===== config.mk =====
export PLATFORM = sky130hd
export DESIGN_NAME = trapez_peak_sampler
export DESIGN_NICKNAME = d
export VERILOG_FILES = /design/src/rtl/trapez_peak_sampler.sv
export SDC_FILE = /design/constraint.sdc
export NUM_CORES = 1
export LEC_CHECK = 0
export CORE_MARGIN = 3
export CORE_UTILIZATION = 35
export DETAILED_ROUTE_END_ITERATION = 8
export REMOVE_ABC_BUFFERS = 1
export SKIP_LAST_GASP = 1
export SYNTH_ARGS = -nofsm -noshare
export SYNTH_HDL_FRONTEND = slang
export SYNTH_SLANG_ARGS = --single-unit

===== constraint.sdc =====
create_clock -name clk -period 1.9 [get_ports clk]
set_input_delay 0.38 -clock clk [delete_from_list [all_inputs] [get_ports clk]]
set_output_delay 0.38 -clock clk [all_outputs]
set_load 0.02 [all_outputs]

===== src/rtl/trapez_peak_sampler.sv =====
// Per-channel peak sampler behind the trapezoidal shaper: detects a threshold crossing,
// samples the pulse height mid flat-top and reports it with the crossing timestamp and a pile-up flag.
module trapez_peak_sampler #(
  parameter int DATA_WIDTH = 26,
  parameter int RISE_TIME  = 25,
  parameter int FLAT_TIME  = 20,
  parameter int TAIL_MAX   = 45,
  parameter int TIME_WIDTH = 16
) (
  input  logic                  clk,
  input  logic                  reset_n,
  input  logic                  enable,
  input  logic                  shaper_valid,
  input  logic [DATA_WIDTH-1:0] shaper_data,
  input  logic [DATA_WIDTH-1:0] threshold,
  output logic                  peak_valid,
  output logic [DATA_WIDTH-1:0] peak_height,
  output logic [TIME_WIDTH-1:0] peak_time,
  output logic                  peak_pileup,
  output logic                  busy
);

  localparam int IW = $clog2(RISE_TIME + FLAT_TIME + 1);
  localparam int TW = $clog2(TAIL_MAX + 1);

  // Sample indices are counted from the crossing sample (index 0).
  localparam logic [IW-1:0] RISE_LAST = IW'(RISE_TIME - 1);
  localparam logic [IW-1:0] CAP_IDX   = IW'(RISE_TIME + FLAT_TIME / 2);
  localparam logic [IW-1:0] FLAT_LAST = IW'(RISE_TIME + FLAT_TIME - 1);
  localparam logic [TW-1:0] TAIL_LAST = TW'(TAIL_MAX - 1);

  typedef enum logic [2:0] {
    ST_IDLE     = 3'd0,
    ST_RISE     = 3'd1,
    ST_FLAT     = 3'd2,
    ST_TAIL     = 3'd3,
    ST_WAIT_LOW = 3'd4
  } state_t;

  function automatic logic is_above(input logic signed [DATA_WIDTH-1:0] d,
                                    input logic signed [DATA_WIDTH-1:0] t);
    return d > t;
  endfunction

  state_t                state_q, state_d;
  logic [IW-1:0]         idx_q, idx_d;
  logic [TW-1:0]         tail_q, tail_d;
  logic [TIME_WIDTH-1:0] ts_q, ts_d;
  logic [TIME_WIDTH-1:0] tag_q, tag_d;
  logic [DATA_WIDTH-1:0] hgt_q, hgt_d;
  logic                  peak_valid_q, peak_valid_d;
  logic [DATA_WIDTH-1:0] peak_height_q, peak_height_d;
  logic [TIME_WIDTH-1:0] peak_time_q, peak_time_d;
  logic                  peak_pileup_q, peak_pileup_d;
  logic                  busy_q, busy_d;

  logic above_s;
  logic start_s;
  logic capture_s;
  logic report_s;
  logic pileup_s;

  assign above_s = is_above(shaper_data, threshold);

  // State and datapath registers.
  always_ff @(posedge clk or negedge reset_n) begin
    if (!reset_n) begin
      state_q       <= ST_IDLE;
      idx_q         <= {IW{1'b0}};
      tail_q        <= {TW{1'b0}};
      ts_q          <= {TIME_WIDTH{1'b0}};
      tag_q         <= {TIME_WIDTH{1'b0}};
      hgt_q         <= {DATA_WIDTH{1'b0}};
      peak_valid_q  <= 1'b0;
      peak_height_q <= {DATA_WIDTH{1'b0}};
      peak_time_q   <= {TIME_WIDTH{1'b0}};
      peak_pileup_q <= 1'b0;
      busy_q        <= 1'b0;
    end else begin
      state_q       <= state_d;
      idx_q         <= idx_d;
      tail_q        <= tail_d;
      ts_q          <= ts_d;
      tag_q         <= tag_d;
      hgt_q         <= hgt_d;
      peak_valid_q  <= peak_valid_d;
      peak_height_q <= peak_height_d;
      peak_time_q   <= peak_time_d;
      peak_pileup_q <= peak_pileup_d;
      busy_q        <= busy_d;
    end
  end

  // Next-state logic; disable overrides everything, including a pending report.
  always_comb begin
    state_d   = state_q;
    idx_d     = idx_q;
    tail_d    = tail_q;
    start_s   = 1'b0;
    capture_s = 1'b0;
    report_s  = 1'b0;
    pileup_s  = 1'b0;
    if (!enable) begin
      state_d = ST_IDLE;
      idx_d   = {IW{1'b0}};
      tail_d  = {TW{1'b0}};
    end else if (shaper_valid) begin
      case (state_q)
        ST_IDLE: begin
          if (above_s) begin
            start_s = 1'b1;
            idx_d   = IW'(1);
            state_d = (RISE_TIME == 1) ? ST_FLAT : ST_RISE;
          end else begin
            state_d = ST_IDLE;
          end
        end
        ST_RISE: begin
          if (!above_s) begin
            state_d = ST_IDLE;
            idx_d   = {IW{1'b0}};
          end else if (idx_q == RISE_LAST) begin
            state_d = ST_FLAT;
            idx_d   = idx_q + IW'(1);
          end else begin
            state_d = ST_RISE;
            idx_d   = idx_q + IW'(1);
          end
        end
        ST_FLAT: begin
          if (!above_s) begin
            state_d = ST_IDLE;
            idx_d   = {IW{1'b0}};
          end else begin
            capture_s = (idx_q == CAP_IDX);
            if (idx_q == FLAT_LAST) begin
              state_d = ST_TAIL;
              idx_d   = {IW{1'b0}};
              tail_d  = {TW{1'b0}};
            end else begin
              state_d = ST_FLAT;
              idx_d   = idx_q + IW'(1);
            end
          end
        end
        ST_TAIL: begin
          if (!above_s) begin
            report_s = 1'b1;
            state_d  = ST_IDLE;
            tail_d   = {TW{1'b0}};
          end else if (tail_q == TAIL_LAST) begin
            report_s = 1'b1;
            pileup_s = 1'b1;
            state_d  = ST_WAIT_LOW;
            tail_d   = {TW{1'b0}};
          end else begin
            state_d = ST_TAIL;
            tail_d  = tail_q + TW'(1);
          end
        end
        ST_WAIT_LOW: begin
          if (!above_s) begin
            state_d = ST_IDLE;
          end else begin
            state_d = ST_WAIT_LOW;
          end
        end
        default: begin
          state_d = ST_IDLE;
          idx_d   = {IW{1'b0}};
          tail_d  = {TW{1'b0}};
        end
      endcase
    end else begin
      state_d = state_q;
    end
  end

  // Timestamp, capture registers and the registered report.
  always_comb begin
    ts_d          = ts_q;
    tag_d         = tag_q;
    hgt_d         = hgt_q;
    peak_valid_d  = 1'b0;
    peak_height_d = peak_height_q;
    peak_time_d   = peak_time_q;
    peak_pileup_d = peak_pileup_q;
    if (shaper_valid) begin
      ts_d = ts_q + TIME_WIDTH'(1);
    end else begin
      ts_d = ts_q;
    end
    if (start_s) begin
      tag_d = ts_q;
    end else begin
      tag_d = tag_q;
    end
    if (capture_s) begin
      hgt_d = shaper_data;
    end else begin
      hgt_d = hgt_q;
    end
    if (report_s) begin
      peak_valid_d  = 1'b1;
      peak_height_d = hgt_q;
      peak_time_d   = tag_q;
      peak_pileup_d = pileup_s;
    end else begin
      peak_valid_d  = 1'b0;
    end
    busy_d = (state_d != ST_IDLE);
  end

  assign peak_valid  = peak_valid_q;
  assign peak_height = peak_height_q;
  assign peak_time   = peak_time_q;
  assign peak_pileup = peak_pileup_q;
  assign busy        = busy_q;

endmodule


**Word-level counts from Yosys, hierarchy flattened**

Index checks and enable logic that the tools add are counted.

- Register bits after elaboration: 118
- Output and inout bits: 45
- Word-level logic and storage cells: 78

- Add/sub/neg operators: 3
- $lt $le $gt $ge: 1
- Equal/unequal tests: 14
- Mux-type cells: 43
- Reductions and logical operators: 6

Operators with widths:

| cell | number |
|---|---|
| 2-to-1 mux 6 bit | 12 |
| greater-than comparator 26 bit | 1 |
| one-hot mux 6 bit (4 select lines) | 1 |
| 2-to-1 mux 1 bit | 20 |
| == test 6 bit, second input constant | 3 |
| one-hot mux 6 bit (3 select lines) | 1 |
| adder 16 x 1 -> 16 bit, second input constant | 1 |
| 2-to-1 mux 3 bit | 5 |
| one-hot mux 3 bit (5 select lines) | 1 |
| adder 6 x 1 -> 6 bit, second input constant | 2 |
| inequality test 3 bit, second input constant | 3 |
| == test 3 x 2 -> 1 bit, second input constant | 2 |
| == test 6 x 5 -> 1 bit, second input constant | 1 |
| 2-to-1 mux 2 bit | 3 |
| inequality test 2 bit, second input constant | 2 |
| AND reduction 4 bit | 1 |
| == test 3 x 1 -> 1 bit, second input constant | 1 |
| == test 3 bit, second input constant | 1 |
| logical NOT 3 bit | 1 |
| AND reduction 3 bit | 1 |
| nonzero test 3 bit | 1 |
| OR reduction 3 bit | 1 |
| inequality test 2 x 1 -> 1 bit, second input constant | 1 |
| OR reduction 2 bit | 1 |

**Depth between registers and ports, before layout**

- Word-level depth: 7
- Mapped depth: 12
- Mapped depth without buffers: 10

**Least setup slack after synthesis**

OpenSTA, ideal clock, no wires.

- Kind: input -> register
- Start: input port threshold[25]
- End: register peak_height_q[0] (netlist: peak_height[0])
- Library setup time: 0.125 ns
- Arrival time: 2.747 ns
- Path slack: -0.972 ns
- Stages: 11
- Buffers on the path: 2
- Path through: inv_1 > ha_1 > nand4_2 > nor4_2 > nand4_1 > o41ai_1 > mux2i_1 > buf_6 > a21oi_4 > buf_12 > mux2_4

- Word-level cells in the longest chain between the ends: 5

Ends and longest elaborated chain:

| item | RTL line | text |
|---|---|---|
| start: declaration | 15 | `input logic [DATA_WIDTH-1:0] threshold,` |
| greater-than comparator 26 bit | 42 | `return d > t;` |
| 2-to-1 mux 1 bit | 147 | `if (!above_s) begin` |
| 2-to-1 mux 1 bit | 108 | `case (state_q)` |
| 2-to-1 mux 1 bit | 107 | `end else if (shaper_valid) begin` |
| 2-to-1 mux 1 bit | 103 | `if (!enable) begin` |
| end signal: assignment | 75 | `peak_height_q <= {DATA_WIDTH{1'b0}};` |
| end signal: assignment | 87 | `peak_height_q <= peak_height_d;` |
| end: declaration | 52 | `logic [DATA_WIDTH-1:0] peak_height_q, peak_height_d;` |

Every way passes these cells.
A chain may end at the register's enable or synchronous reset.

**Worst setup path in the final report**

- Start: input port threshold[19]
- End: register peak_height_q[20] (netlist: peak_height[20])

The elaborated chain is that of the path after synthesis.

==> results summary <==
Measured along the x axis, the die boundary spans 134.7 um. The worst endpoint data arrival time came out at 2.97 ns. The placer congestion estimate came out at 0.8391.

The maximum vdd ir drop is 0.6855 mV. Derived from the worst setup path, the maximum achievable clock frequency is approximately 370 MHz. The relative contribution of the clock network to total power came out at 47.6%.

The analysis attributes to net switching a power of around 1.7 mW. The static power due to leakage is 4.260 nW. The post-route netlist has 48.13% of its cells at a drive strength greater than 1. The share of total power in combinational logic is 14.2%. The number of distinct library cells after synthesis is 53. The summed negative setup slack over all endpoints came out at -71.87 ns.

After detailed routing, the total wire length is about 15,000 um. The top-area cell type share of the netlist area is 50.92%. The total standard cell area after synthesis came out at 5799 um^2. The tree built by TritonCTS fans out to 118 sinks. The sequential cell area fraction in the yosys report is 50.92%. The leftover overflow at the end of global routing is 0. The first routing iteration left about 300 violations. The most frequent standard cell in the layout excluding fill and tap cells is dfrtp_1. The floorplan row count is 46. The number of placed cells counting well taps came out at 823.

The I/O pin total came out at just over 100. The count of final setup violators came out at 102. The total core area came out at ~16,000 um^2. The die is 134.7 um tall. The checks that failed: negative setup slack. The CTS tree is done.

The via count is 4,290. The internal power contribution is between 5 and 6 mW. Setup repair after global routing could not meet its margin everywhere.

The routed length per placed instance came out at 16.70 um. The flow ran to the end, but the final reports show violations. The worst setup path is captured at a flip-flop. The clock reaches the later pin of the worst-skew pair after between 0.4 and 0.5 ns.

The critical path is of the input pin to flip-flop type. Across every metal layer, demand over resource in global routing totals between 10% and 20%. Buffers placed on the I/O ports in this run total 100. The pre-CTS setup slack came out at -1.907 ns.

The final-report hold violation count is 0. The starting density of the core is 36.12%. The clock passes through at most 2 buffers. In this run switching power makes up between 20% and 30% of total power. The top fanout value on the critical path is 8.

The tightest hold path in the finished design has a slack of around 0.23 ns. The share of power burned in registers came out at 38.2%. The number of synthesis warnings came out at 0. The H-tree was split into 4 levels.

The flop and latch count out of synthesis came out at roughly 120. Detailed placement finished with a half-perimeter wire length of 9646 um. The post-route standard cell area excluding fillers is ~9300 um^2. The relative max-transition margin is around two thirds. Counting cells, the worst reg-to-reg path comes to 8. The number of search-and-repair iterations in the first detailed-routing pass came out at 4. The area taken by multi-input logic gates came out at 3303 um^2. The min-delay analysis places its worst path in the category input pin to flip-flop.

The register area came out at 2953 um^2. The global-route wire length before repair is between 20,000 and 25,000 um. Max-cap violations in this run came to 0. Cells fill 57.76% of the core in the end.

The total CTS buffers came out at 17. In the layout the commonest cells are dfrtp_1 (118), mux2_4 (70), buf_4 (60). The minimum clock period after layout is approximately 2.7 ns. The synthesized design spends more area on one cell type than any other, namely dfrtp_1. The final antenna-violating net count is 0. The endpoint required time on the critical path came out at 2.19 ns.

Entering global routing, the biggest net connects 67 pins. STA classifies the critical path startpoint as an input pin. The worst-case clock skew is 0.01214 ns. Compared with the post-synthesis result, the final layout area differs by 59.94%. Clock-pin slew was measured on the worst setup and hold paths at roughly 0.05 ns.

The count of placed standard cells in the final layout, fillers left out came out at 886. The average via count per standard cell came out at 4.842. The total power divided by cell area is 797.4 nW/um^2.

The via count of the first global-routing pass came to 4,491. The initial antenna violation count is 1. The tree is rooted in a clkbuf_16.

The part of the cycle the worst path needs came out at 141.5%. Setup slack on the critical path of the routed design comes to -0.7885 ns. After layout, the design draws a total of 7.396 mW. The slew at the pin with the worst max-slew slack came out at about 0.47 ns.

The max-slew violation count was 0. The number of instances on the worst hold path came out at 2. The die area came out at roughly 18,000 um^2.

Summing all placed instances gives a cell area of 7455 um^2. The filler cell count in the final layout came out at 1,238. The synthesized area divided by synthesized cell count is 12.55 um^2.

The count of nets after finishing is 744. By area the synthesized netlist is led by dfrtp_1 (51%), mux2_4 (10%), mux2_2 (9.1%). The DRC violation count after routing is 0. Synthesis produced 462 cells.
power by group through the flow:
| stage | clock network [mW] | logic [mW] | registers [mW] |
|---|---|---|---|
| final | 3.52 | 1.05 | 2.82 |
| after CTS | 3.59 | 0.975 | 2.82 |
| after floorplan | 0 | 0.358 | 2.82 |
| after global routing | 3.73 | 1.15 | 2.84 |
| after global placement | 0 | 0.720 | 2.85 |
| after detailed placement | 0 | 0.741 | 2.86 |
path summary, 6_finish.rpt:
| check | startpoint | endpoint | slack, ns |
|---|---|---|---|
| setup / recovery | threshold[19] | peak_height[20] | -0.79 |
| max in group asynchronous | reset_n | tag_q[0] | 0.93 |
| setup reg to reg | idx_q[0] | busy | -0.31 |
| hold reg to reg | ts_q[15] | ts_q[15] | 0.46 |
| min in group asynchronous | reset_n | peak_height[13] | 0.36 |
| hold / removal | shaper_data[20] | hgt_q[20] | 0.23 |
timing repair:
item | in CTS | in global routing
resized for setup | 305 | 40
setup endpoints to repair | 102 | 102
hold endpoints to repair | 10 | 0
setup buffers | 20 | 8
hold buffers | 1 | 0
pin swaps | 57 | 23
gates cloned | 7 | 0
area by class of cell:
type / count / area share, %
Timing Repair Buffer: 190 / 20.98
Clock inverter: 8 / 1.821
Clock buffer: 23 / 5.261
Inverter: 37 / 1.551
Multi-Input combinational cell: 293 / 35.61
Sequential cell: 118 / 31.84
Tap cell: 216 / 2.914
Antenna cell: 1 / 0.02698
cell usage after synthesis (all sizes together):
cell type and count:
a32o 1, nor2b 4, mux2 86, xnor2 11, or3 4, a221o 1
a211o 1, a21oi 14, a2bb2oi 1, nand4 13, o2111ai 1, mux2i 1
nand4b 1, a21o 1, nand3 22, a221oi 2, o31ai 2, o41ai 1
dfrtp 118, a31oi 2, xor2 4, clkbuf 5, nor3b 4, ha 31
inv 37, nor4b 1, and4 2, and3 5, a2111oi 1, o21ai 11
a211oi 2, nor4 1, nor2 14, nand3b 2, nand2 29, or3b 1
and2 2, nand2b 3, a41oi 1, o22ai 3, a22o 3, nor3 4
buf 9
flip-flops by register name (all words and copies together) (netlist names):
name,count
hgt_q,26
peak_height,26
peak_time,16
busy,1
idx_q,6
peak_valid,1
ts_q,16
tail_q,6
tag_q,16
state_q,3
peak_pileup,1
critical path, cell delays in order:
cell and delay (ns):
buf_6 0.07, inv_4 0.03, ha_4 0.26, nand4_1 0.18, nor4_4 0.30, nand4_1 0.16, buf_6 0.16, o41ai_4 0.33
mux2i_4 0.13, buf_6 0.15, a21oi_4 0.17, buf_12 0.19, buf_16 0.15, mux2_4 0.30
kinds of logic (layout without fill, tap and decap cells):
kind of cell	Yosys count	count (layout)	synth area share, %
buffers and inverters	51	258	4.725
AND/OR/NAND/NOR	112	112	10.36
other	0	1	0
flip-flops	118	118	50.92
AO/OA/AOI/OAI	48	48	5.653
multiplexers	87	87	19.40
adder cells (fa/ha/maj)	31	31	6.688
XOR/XNOR	15	15	2.265
per-layer routing:
layer	GRT usage, %	part of all wire, %	vias up
met5	0	0	-
met2	27.07	50	106
met1	22.17	44	2121
met4	5.769	1.2	0
li1	-	-	2044
met3	4.247	4.4	19
(Power assumes the default switching activity.)
